### src/rtl/alu_ctrl_stage.sv
`default_nettype none
// ============================================================================
// Module      : alu_ctrl_stage
// Description : One-deep decode stage that turns an operation type and its
//               control field into ALU opcode, flag write mask and multiply
//               flag. Multiplies hold the stage for a fixed latency before
//               the result is presented. Valid/ready handshake on both sides.
// Revision    : 1.0 - initial release
// ============================================================================
module alu_ctrl_stage #(
  parameter int                  ALUAW         = 4,
  parameter int                  FLAGS_W       = 4,
  parameter int                  CONTROL_W     = 12,
  parameter int                  U_BIT         = 3,
  parameter logic [ALUAW-1:0]    ADD_CODE      = 4'b0100,
  parameter logic [ALUAW-1:0]    SUB_CODE      = 4'b0010,
  parameter int                  MUL_CYCLES    = 4,
  parameter logic [FLAGS_W-1:0]  MUL_FLAG_MASK = 4'b1100
) (
  input  logic                 clk,
  input  logic                 rst,
  input  logic                 flush,
  input  logic                 in_valid,
  output logic                 in_ready,
  input  logic [1:0]           optype,
  input  logic [CONTROL_W-1:0] ctrl,
  output logic                 out_valid,
  input  logic                 out_ready,
  output logic [ALUAW-1:0]     alu_opcode,
  output logic [FLAGS_W-1:0]   flag_we,
  output logic                 mul_op
);

  // Operation type encodings
  localparam logic [1:0] c_op_data  = 2'd0;
  localparam logic [1:0] c_op_ldstr = 2'd1;
  localparam logic [1:0] c_op_mul   = 2'd2;

  // Countdown start value; the stage reaches FULL on the edge where cnt==1
  localparam logic [3:0] c_cnt_load = 4'(MUL_CYCLES - 1);

  typedef enum logic [1:0] {
    ST_EMPTY    = 2'd0,
    ST_MUL_WAIT = 2'd1,
    ST_FULL     = 2'd2
  } state_t;

  state_t               r_state;
  logic [3:0]           r_cnt;

  logic [ALUAW-1:0]     w_alu_opcode;
  logic [FLAGS_W-1:0]   w_flag_we;
  logic                 w_mul_op;
  logic                 w_in_xfer;
  logic                 w_enter_wait;
  logic                 w_unused_ctrl;

  // Only a few control bits are decoded; the rest are intentionally ignored
  assign w_unused_ctrl = ^ctrl;

  // Ready in EMPTY, or in FULL when the held result is leaving this cycle
  assign in_ready = !rst &&
                    ((r_state == ST_EMPTY) || ((r_state == ST_FULL) && out_ready));

  assign w_in_xfer = in_valid && in_ready;

  // A multiply only parks in MUL_WAIT when its latency exceeds one cycle
  assign w_enter_wait = (optype == c_op_mul) && (MUL_CYCLES > 1);

  // Decode of the incoming operation; captured only on an input transfer
  always_comb begin
    w_alu_opcode = '0;
    w_flag_we    = '0;
    w_mul_op     = 1'b0;
    case (optype)
      c_op_data: begin
        w_alu_opcode = ctrl[ALUAW:1];
        w_flag_we    = ctrl[0] ? '1 : '0;
      end
      c_op_ldstr: begin
        w_alu_opcode = ctrl[U_BIT] ? ADD_CODE : SUB_CODE;
      end
      c_op_mul: begin
        w_flag_we = ctrl[0] ? MUL_FLAG_MASK : '0;
        w_mul_op  = 1'b1;
      end
      default: begin
        w_alu_opcode = ADD_CODE;
      end
    endcase
  end

  // Stage FSM with registered outputs and multiply countdown
  always_ff @(posedge clk or posedge rst) begin
    if (rst) begin
      r_state    <= ST_EMPTY;
      r_cnt      <= 4'd0;
      out_valid  <= 1'b0;
      alu_opcode <= '0;
      flag_we    <= '0;
      mul_op     <= 1'b0;
    end else if (flush) begin
      r_state    <= ST_EMPTY;
      r_cnt      <= 4'd0;
      out_valid  <= 1'b0;
      alu_opcode <= '0;
      flag_we    <= '0;
      mul_op     <= 1'b0;
    end else begin
      case (r_state)
        ST_EMPTY: begin
          if (w_in_xfer) begin
            alu_opcode <= w_alu_opcode;
            flag_we    <= w_flag_we;
            mul_op     <= w_mul_op;
            if (w_enter_wait) begin
              r_state   <= ST_MUL_WAIT;
              r_cnt     <= c_cnt_load;
              out_valid <= 1'b0;
            end else begin
              r_state   <= ST_FULL;
              out_valid <= 1'b1;
            end
          end
        end
        ST_MUL_WAIT: begin
          if (r_cnt == 4'd1) begin
            r_state   <= ST_FULL;
            r_cnt     <= 4'd0;
            out_valid <= 1'b1;
          end else begin
            r_cnt <= r_cnt - 4'd1;
          end
        end
        ST_FULL: begin
          if (w_in_xfer) begin
            // Result leaves and the next operation is loaded in the same edge
            alu_opcode <= w_alu_opcode;
            flag_we    <= w_flag_we;
            mul_op     <= w_mul_op;
            if (w_enter_wait) begin
              r_state   <= ST_MUL_WAIT;
              r_cnt     <= c_cnt_load;
              out_valid <= 1'b0;
            end else begin
              r_state   <= ST_FULL;
              out_valid <= 1'b1;
            end
          end else if (out_ready) begin
            r_state   <= ST_EMPTY;
            out_valid <= 1'b0;
          end
        end
        default: begin
          r_state   <= ST_EMPTY;
          r_cnt     <= 4'd0;
          out_valid <= 1'b0;
        end
      endcase
    end
  end

endmodule
`default_nettype wire

### config.mk
export PLATFORM = sky130hd
export DESIGN_NAME = alu_ctrl_stage
export DESIGN_NICKNAME = d
export VERILOG_FILES = /design/src/rtl/alu_ctrl_stage.sv
export SDC_FILE = /design/constraint.sdc
export NUM_CORES = 1
export LEC_CHECK = 0
export CELL_PAD_IN_SITES_DETAIL_PLACEMENT = 0
export CELL_PAD_IN_SITES_GLOBAL_PLACEMENT = 2
export CORE_MARGIN = 2
export CORE_UTILIZATION = 25
export DETAILED_ROUTE_END_ITERATION = 16
export GPL_ROUTABILITY_DRIVEN = 0
export GPL_TIMING_DRIVEN = 0
export PLACE_DENSITY_LB_ADDON = 0.1
export SLEW_MARGIN = 5
export SYNTH_ARGS = -nofsm -noshare
export SYNTH_HDL_FRONTEND = slang
export SYNTH_SLANG_ARGS = --single-unit
### constraint.sdc
create_clock -name clk -period 3.65 [get_ports clk]
set_clock_uncertainty 0.2 [all_clocks]
set_input_delay 0.73 -clock clk [delete_from_list [all_inputs] [get_ports clk]]
set_output_delay 0.73 -clock clk [all_outputs]
set_load 0.05 [all_outputs]
Word level (Yosys, flattened, before mapping)
Cells that the tools add are included.
{"block": "totals", "ram_bits": 0, "mem_bits_ro": 0, "latch_bits": 0, "n_memories": 0, "ff_bits": 16, "input_bits": 19, "elab_cells": 64}
{"block": "op_classes", "eq_ne": 10, "n_reduce_logical": 13, "div": 0, "muxes": 34, "n_shift": 0, "n_bitwise": 0, "add_sub_neg": 1, "mul": 0, "magnitude_cmp": 0}
{"cell": "two-way mux 4 bit", "n": 12}
{"cell": "case mux 4 bit (2 select lines)", "n": 2}
{"cell": "two-way mux 2 bit", "n": 6}
{"cell": "case mux 4 bit (3 select lines)", "n": 1}
{"cell": "two-way mux 1 bit", "n": 10}
{"cell": "inequality test 3 x 1 -> 1 bit, second input constant", "n": 2}
{"cell": "inequality test 3 bit, second input constant", "n": 2}
{"cell": "case mux 2 bit (3 select lines)", "n": 1}
{"cell": "equality test 2 x 1 -> 1 bit, second input constant", "n": 2}
{"cell": "equality test 2 bit, second input constant", "n": 2}
{"cell": "equality test 4 x 1 -> 1 bit, second input constant", "n": 1}
{"cell": "logical NOT 2 bit", "n": 2}
{"cell": "inequality test 4 bit, second input constant", "n": 1}
{"cell": "AND reduction 2 bit", "n": 2}
{"cell": "nonzero test 2 bit", "n": 2}
{"cell": "subtractor 4 x 1 -> 4 bit, second input constant", "n": 1}
{"cell": "logical AND 1 bit", "n": 3}
{"cell": "two-way mux 3 bit", "n": 1}
{"cell": "case mux 1 bit (3 select lines)", "n": 1}
{"cell": "AND reduction 3 bit", "n": 1}
{"cell": "OR reduction 2 bit", "n": 1}
{"cell": "logical NOT 1 bit", "n": 1}
{"cell": "logical OR 1 bit", "n": 1}

Longest topological paths before layout
Gate-level depths: netlist (run 1).
{"block": "depth", "word_depth": 8, "depth_mapped": 6, "depth_no_buf": 6}

Least setup slack after synthesis (run 1)
OpenSTA, ideal clock, no wires.
{"block": "synth_timing", "path_type": "register -> output", "startpoint": "reg out_valid (netlist name)", "endpoint": "out in_ready", "n_path_buf": 0, "setup_slack_ns": 0.865, "path_stages_with_launch": 3, "required_ns": 2.720, "arrival_time_ns": 1.855, "path_cell_list": "dfrtp_1 -> nor2b_1 -> nor3_1"}
{"item": "end: declaration", "line": "24", "rtl": "output logic in_ready,"}

Worst setup path after layout (run 1)
{"block": "layout_timing", "startpoint": "in out_ready", "endpoint": "out in_ready"}
{"block": "layout_between", "elab_chain_len": 3}
{"item": "start: declaration", "line": "28", "rtl": "input logic out_ready,"}
{"item": "logical AND 1 bit", "line": "63", "rtl": "((r_state == ST_EMPTY) || ((r_state == ST_FULL) && out_ready));"}
{"item": "logical OR 1 bit", "line": "63"}
{"item": "logical AND 1 bit", "line": "62", "rtl": "assign in_ready = !rst &&"}
No other way between the ends.

==> results of run 1 <==
-- sequential cells by signal (all words and copies together), names as in the netlist --
| register | count |
|---|---|
| alu_opcode | 4 |
| r_cnt | 4 |
| r_state | 1 |
| out_valid | 1 |
| mul_op | 1 |
| flag_we | 2 |
-- cells in the final DEF (no fill, tap or decap), drive strengths merged, types with 2 or more instances in the layout --
master | synthesis | routed
clkdlybuf4s50 | 0 | 22
dfrtp | 13 | 13
a21oi | 11 | 11
nand2 | 8 | 8
clkbuf | 1 | 5
nor2 | 4 | 4
inv | 4 | 4
nand2b | 4 | 4
buf | 4 | 4
nand3 | 3 | 3
nor2b | 2 | 2
or4 | 2 | 2
a31o | 2 | 2
or3 | 2 | 2
o21ai | 2 | 2
ha | 2 | 2
-- stage by stage --
| step | setup WS (ns) | hold slack (ns) | std cells | total power, W |
|---|---|---|---|---|
| floorplan | 0.865 | 0.320 | 76 | 0.000198 |
| global route | 0.442 | 0.348 | 133 | 0.000335 |
| finish | 0.509 | 0.327 | 133 | 0.000312 |
| CTS | 0.484 | 0.332 | 133 | 0.000321 |
| detailed placement | 0.485 | 0.316 | 129 | 0.000228 |
| global placement | 0.481 | 0.309 | 129 | 0.000228 |
-- per-layer routing --
metal | wire [um] | GRT usage [%] | up-vias
met3 | 79 | 2.76 | 2
met1 | 793 | 14.3 | 298
met4 | 14 | 4.98 | 0
met5 | 0 | 0 | -
li1 | - | - | 322
met2 | 753 | 16.6 | 12
-- where the power goes --
part | internal (W) | total [W] | switching, W
registers | 0.000149 | 0.000154 | 0.00000468
clock network | 0.0000422 | 0.0000876 | 0.0000454
logic | 0.0000309 | 0.0000701 | 0.0000392
total | 0.000222 | 0.000312 | 0.0000892
-- kinds of logic (layout without fill, tap and decap cells) --
logic type      Yosys count  after routing  synth area share, %
flops                    13             13                 46.5
mux                       1              1                 1.43
simple gates             31             31                 24.3
compound gates           20             20                 17.0
buf+inv                   9             35                 7.15
fa+ha+maj                 2              2                 3.58
-- how the worst max path moves through the flow --
stage	endpoint	start	slack [ns]	depth (start not counted)
after floorplan	in_ready	out_valid	0.86	2
after global placement	r_cnt[2]	out_ready	0.48	5
after detailed placement	in_ready	out_ready	0.48	4
after CTS	in_ready	out_ready	0.48	4
after global routing	in_ready	out_ready	0.44	4
final	in_ready	out_ready	0.51	4
-- worst reg2reg max path, cell delays in order, from the launching register on --
cell and delay, ns:
dfrtp_1 0.40, nor2b_1 0.18, nor4b_1 0.87, nand2_1 0.32, a31o_2 0.32
-- layout make-up --
class / instances / area, um^2 / area share (%)
inverters: 4 / 15.0 / 1.52
flip-flops and latches: 13 / 325 / 33.0
well taps: 31 / 38.8 / 3.94
plain buffers: 5 / 35.0 / 3.56
repair buffers: 22 / 220 / 22.4
multi-input cells: 54 / 324 / 32.9
clock buffers: 4 / 26.3 / 2.67
==> impl_metrics.tcl, run 1 <==
set metrics [dict create \
    yosys_register_bits 13 \
    overflow 0 \
    seq_area_frac_synth_pct 46.5 \
    cts.path.max_buffers 2 \
    cts_sinks 13 \
    hold_violations 0 \
    track_usage_pct 10.9 \
    finalInstanceArea_um2 985 \
    crit-reg2reg-launch "out_valid" \
    slew_violations 0 \
    hp-class "reg -> reg" \
    hpwl_um 1270 \
    num_rows 19 \
    filler_cell_count 300 \
    syn_area_per_cell_um2 9.20 \
    post_cts_resize_count 0 \
    yosysUniqueCellTypes 29 \
    synth-edff-count 0 \
    worst_path_most_repeated_cell "clkdlybuf4s50_1" \
    yosysMostFrequentCell "dfrtp_1" \
    num_antenna_cells 0 \
    cts_max_level 1 \
    fin_tns_setup_ns 0 \
    min_to "alu_opcode[0]" \
    num_io_pins 30 \
    post_dp_cell_area_um2 958 \
    fin_crit_ns 3.14 \
    fin_nets 124 \
    endpoint_kind "output pin" \
    postCtsHoldBufs 0 \
    vias 634 \
    routed_wl_um 1640 \
    ant_nets 0 \
    synth_top_area_share_pct 46.5 \
    yosysTopAreaCell "dfrtp_1" \
    post-route-util_pct 36.3 \
    cts-root-buf "clkbuf_4" \
    setup_viol 0 \
    rr_worst_depth 4 \
    slowest_stage "clkdlybuf4s50_1" \
    crit_arrival_ns 2.21 \
    netlist_area_um2 699 \
    p_per_area_nw_per_um2 316 \
    power_leakage_nw 0.417 \
    die_h_um 56.9 \
    ff2ff_setup_slack_ns 1.25 \
    synth_ff_type "dfrtp_1" \
    ir_drop_v 0.000163 \
    vias_per_cell 4.77 \
    slowest_delay_ns 0.82 \
    clk-insertion-delay-late_ns 0.27 \
    cp.required_ns 2.72 \
    drive_gt1_share_pct 9.80 \
    drt-pass1-iter-count 4 \
    cts_buffers 3 \
    holdCritStartpoint "alu_opcode[0]" \
    cp_top_family "buffers and inverters" \
    die_w_um 56.9 \
    clkSlewWorstSetupHoldPaths_ns 0.08 \
    synth_cells 76 \
    crit_chain "clkdlybuf4s50_1 -> nor2b_1 -> nor3_1 -> clkdlybuf4s50_1" \
    synthArstFlopShare_pct 100 \
    netlist_top_cells_count "dfrtp_1, a21oi_1, nand2_1" \
    cts_tree "built" \
    initial_core_util_pct 25.8 \
    syn-num-nets 97 \
    start_kind "primary input" \
    outcome "finished, final reports clean" \
    coreArea_um2 2710 \
    grt_setup_unrepaired "no" \
    drc 0 \
    drt_iter0_markers 5 \
    path_max_fanout 4 \
    wl_per_cell_um 12.3 \
    area_growth_pct 40.8 \
    grt_pass1_wl_um 2750 \
    first_global_vias 626 \
    numPortBuffers 22 \
    fin_crit_sh_pct 86.0 \
    yosysWarnings 0 \
    synth_area_leaders "dfrtp_1, a21oi_1, nand2_1, ha_1, nand2b_1" \
    cp_num_buf_inv 2 \
    hold_depth 2 \
    maxCapViolCount 0 \
    tightest_slew_ns 1.05 \
    post-cts-setup-buffers 0 \
    path_class "in -> out" \
    fmax_ghz 0.318 \
    grt_max_degree 14 \
    antenna_found_initial 0 \
    r2r-end "r_cnt[2]" \
    die_area_um2 3240 \
    slew_headroom_pct 29.0 \
]
No activity file was read; power rests on OpenSTA's default activity.
==> run 2, diff against run 1 <==
CTS_CLUSTER_SIZE = 16   (was default)
==> results of run 2 <==
The final DEF is identical to that of run 1; final timing and power are the same.
==> run 3, diff against run 2 <==
CELL_PAD_IN_SITES_GLOBAL_PLACEMENT = 1   (was 2)
CORE_UTILIZATION = 31   (was 25)
==> impl_metrics.tcl, run 3 (synthesis gave the netlist of run 1 again) <==
set metrics [dict create \
    top_regs "alu_opcode (4), r_cnt (4), flag_we (2)" \
    num_antenna_cells 0 \
    start_kind "primary input" \
    fin_nets 124 \
    ff2ff_setup_slack_ns 1.32 \
    grt_busiest_layer "met2" \
    ir_drop_v 0.000163 \
    fmax_ghz 0.318 \
    layout_common_cells "clkdlybuf4s50_1, dfrtp_1, a21oi_1, nand2_1" \
    maxCapViolCount 0 \
    fin_crit_ns 3.15 \
    holdCritStartpoint "mul_op" \
    vias 634 \
    crit-reg2reg-launch "out_valid" \
    antenna_found_initial 0 \
    cp.required_ns 2.72 \
    path_class "in -> out" \
    grt_max_degree 14 \
    grt_pass1_wl_um 2510 \
    finalNonFillerCells 130 \
    dpl_worst_slack_ns 0.493 \
    first_global_vias 596 \
    fin_tns_setup_ns 0 \
    grt_setup_unrepaired "no" \
    clk-insertion-delay-late_ns 0.27 \
    routed_wl_um 1530 \
    min_to "mul_op" \
    slew_headroom_pct 33.4 \
    die_h_um 51.5 \
    p_per_area_nw_per_um2 319 \
    power_leakage_nw 0.417 \
    slew_violations 0 \
    die_area_um2 2650 \
    hpwl_um 1180 \
    coreArea_um2 2170 \
    ant_nets 0 \
    power_w 0.000313 \
    setup_viol 0 \
    track_usage_pct 13.0 \
    path_max_fanout 4 \
    clkSlewWorstSetupHoldPaths_ns 0.08 \
    grt.met1_usage_pct 17.2 \
    cts.path.max_buffers 2 \
    hold_violations 0 \
    r2r-end "r_cnt[2]" \
    cts_buffers 3 \
    die_w_um 51.5 \
    drc 0 \
    initial_core_util_pct 32.2 \
    groute.layer.met2.usage_pct 20.3 \
    overflow 0 \
    endpoint_kind "output pin" \
    post_cts_resize_count 0 \
    vias_per_cell 4.88 \
    cts_max_level 1 \
    drive_gt1_share_pct 9.80 \
    fin_crit_sh_pct 86.2 \
    num_io_pins 30 \
    rr_worst_depth 4 \
    cts-root-buf "clkbuf_4" \
    num_rows 17 \
    wl_per_cell_um 11.8 \
    postCtsHoldBufs 0 \
    use_met3_pct 2.59 \
    final.setup.worst_slack_ns 0.502 \
    post-cts-setup-buffers 0 \
    area_growth_pct 40.3 \
    hold_slack_ns 0.325 \
    hp-class "reg -> reg" \
    outcome "finished, final reports clean" \
    dp.cells 126 \
    drt-pass1-iter-count 2 \
    tightest_slew_ns 0.985 \
    numPortBuffers 22 \
    hold_depth 2 \
    drt_iter0_markers 7 \
    layout_commonest_cell "clkdlybuf4s50_1" \
    cts_tree "built" \
    cts_sinks 13 \
    crit_arrival_ns 2.22 \
]
## run 3: worst max-delay path: stages
cell	delay, ns
clkdlybuf4s50_1	0.46
nor2b_1	0.08
nor3_1	0.13
clkdlybuf4s50_1	0.82
## run 3: how the worst max path moves through the flow
stage,startpoint,end
3_3_place_gp,out_ready,in_ready
2_1_floorplan,out_valid,in_ready
3_5_place_dp,out_ready,in_ready
5_1_grt,out_ready,in_ready
6_report,out_ready,in_ready
4_1_cts,out_ready,in_ready
## run 3: report_power, final
part	total [W]	switching, W	internal [W]
combinational	0.0000698	0.0000388	0.0000310
sequential	0.000154	0.00000472	0.000149
clock	0.0000895	0.0000472	0.0000423
## run 3: cell type report
cell class                      count  area (um^2)
Tap cell                           28         35.0
Buffer                              5         35.0
Sequential cell                    13          325
Fill cell                         238         1190
Timing Repair Buffer               22          220
Inverter                            4         15.0
Multi-Input combinational cell     54          324
Clock buffer                        4         26.3
## run 3: through the flow
stage / utilization, % / instance area [um^2]
after floorplan: - / 699
after global placement: 44.0 / 955
after detailed placement: 44.0 / 955
after CTS: 45.2 / 981
after global routing: 45.2 / 981
final: 45.2 / 981
## run 3: per-layer routing
metal	up-vias	routed length, um
met1	300	753
met3	2	60
met4	0	14
met5	-	0
met2	13	704
li1	319	-
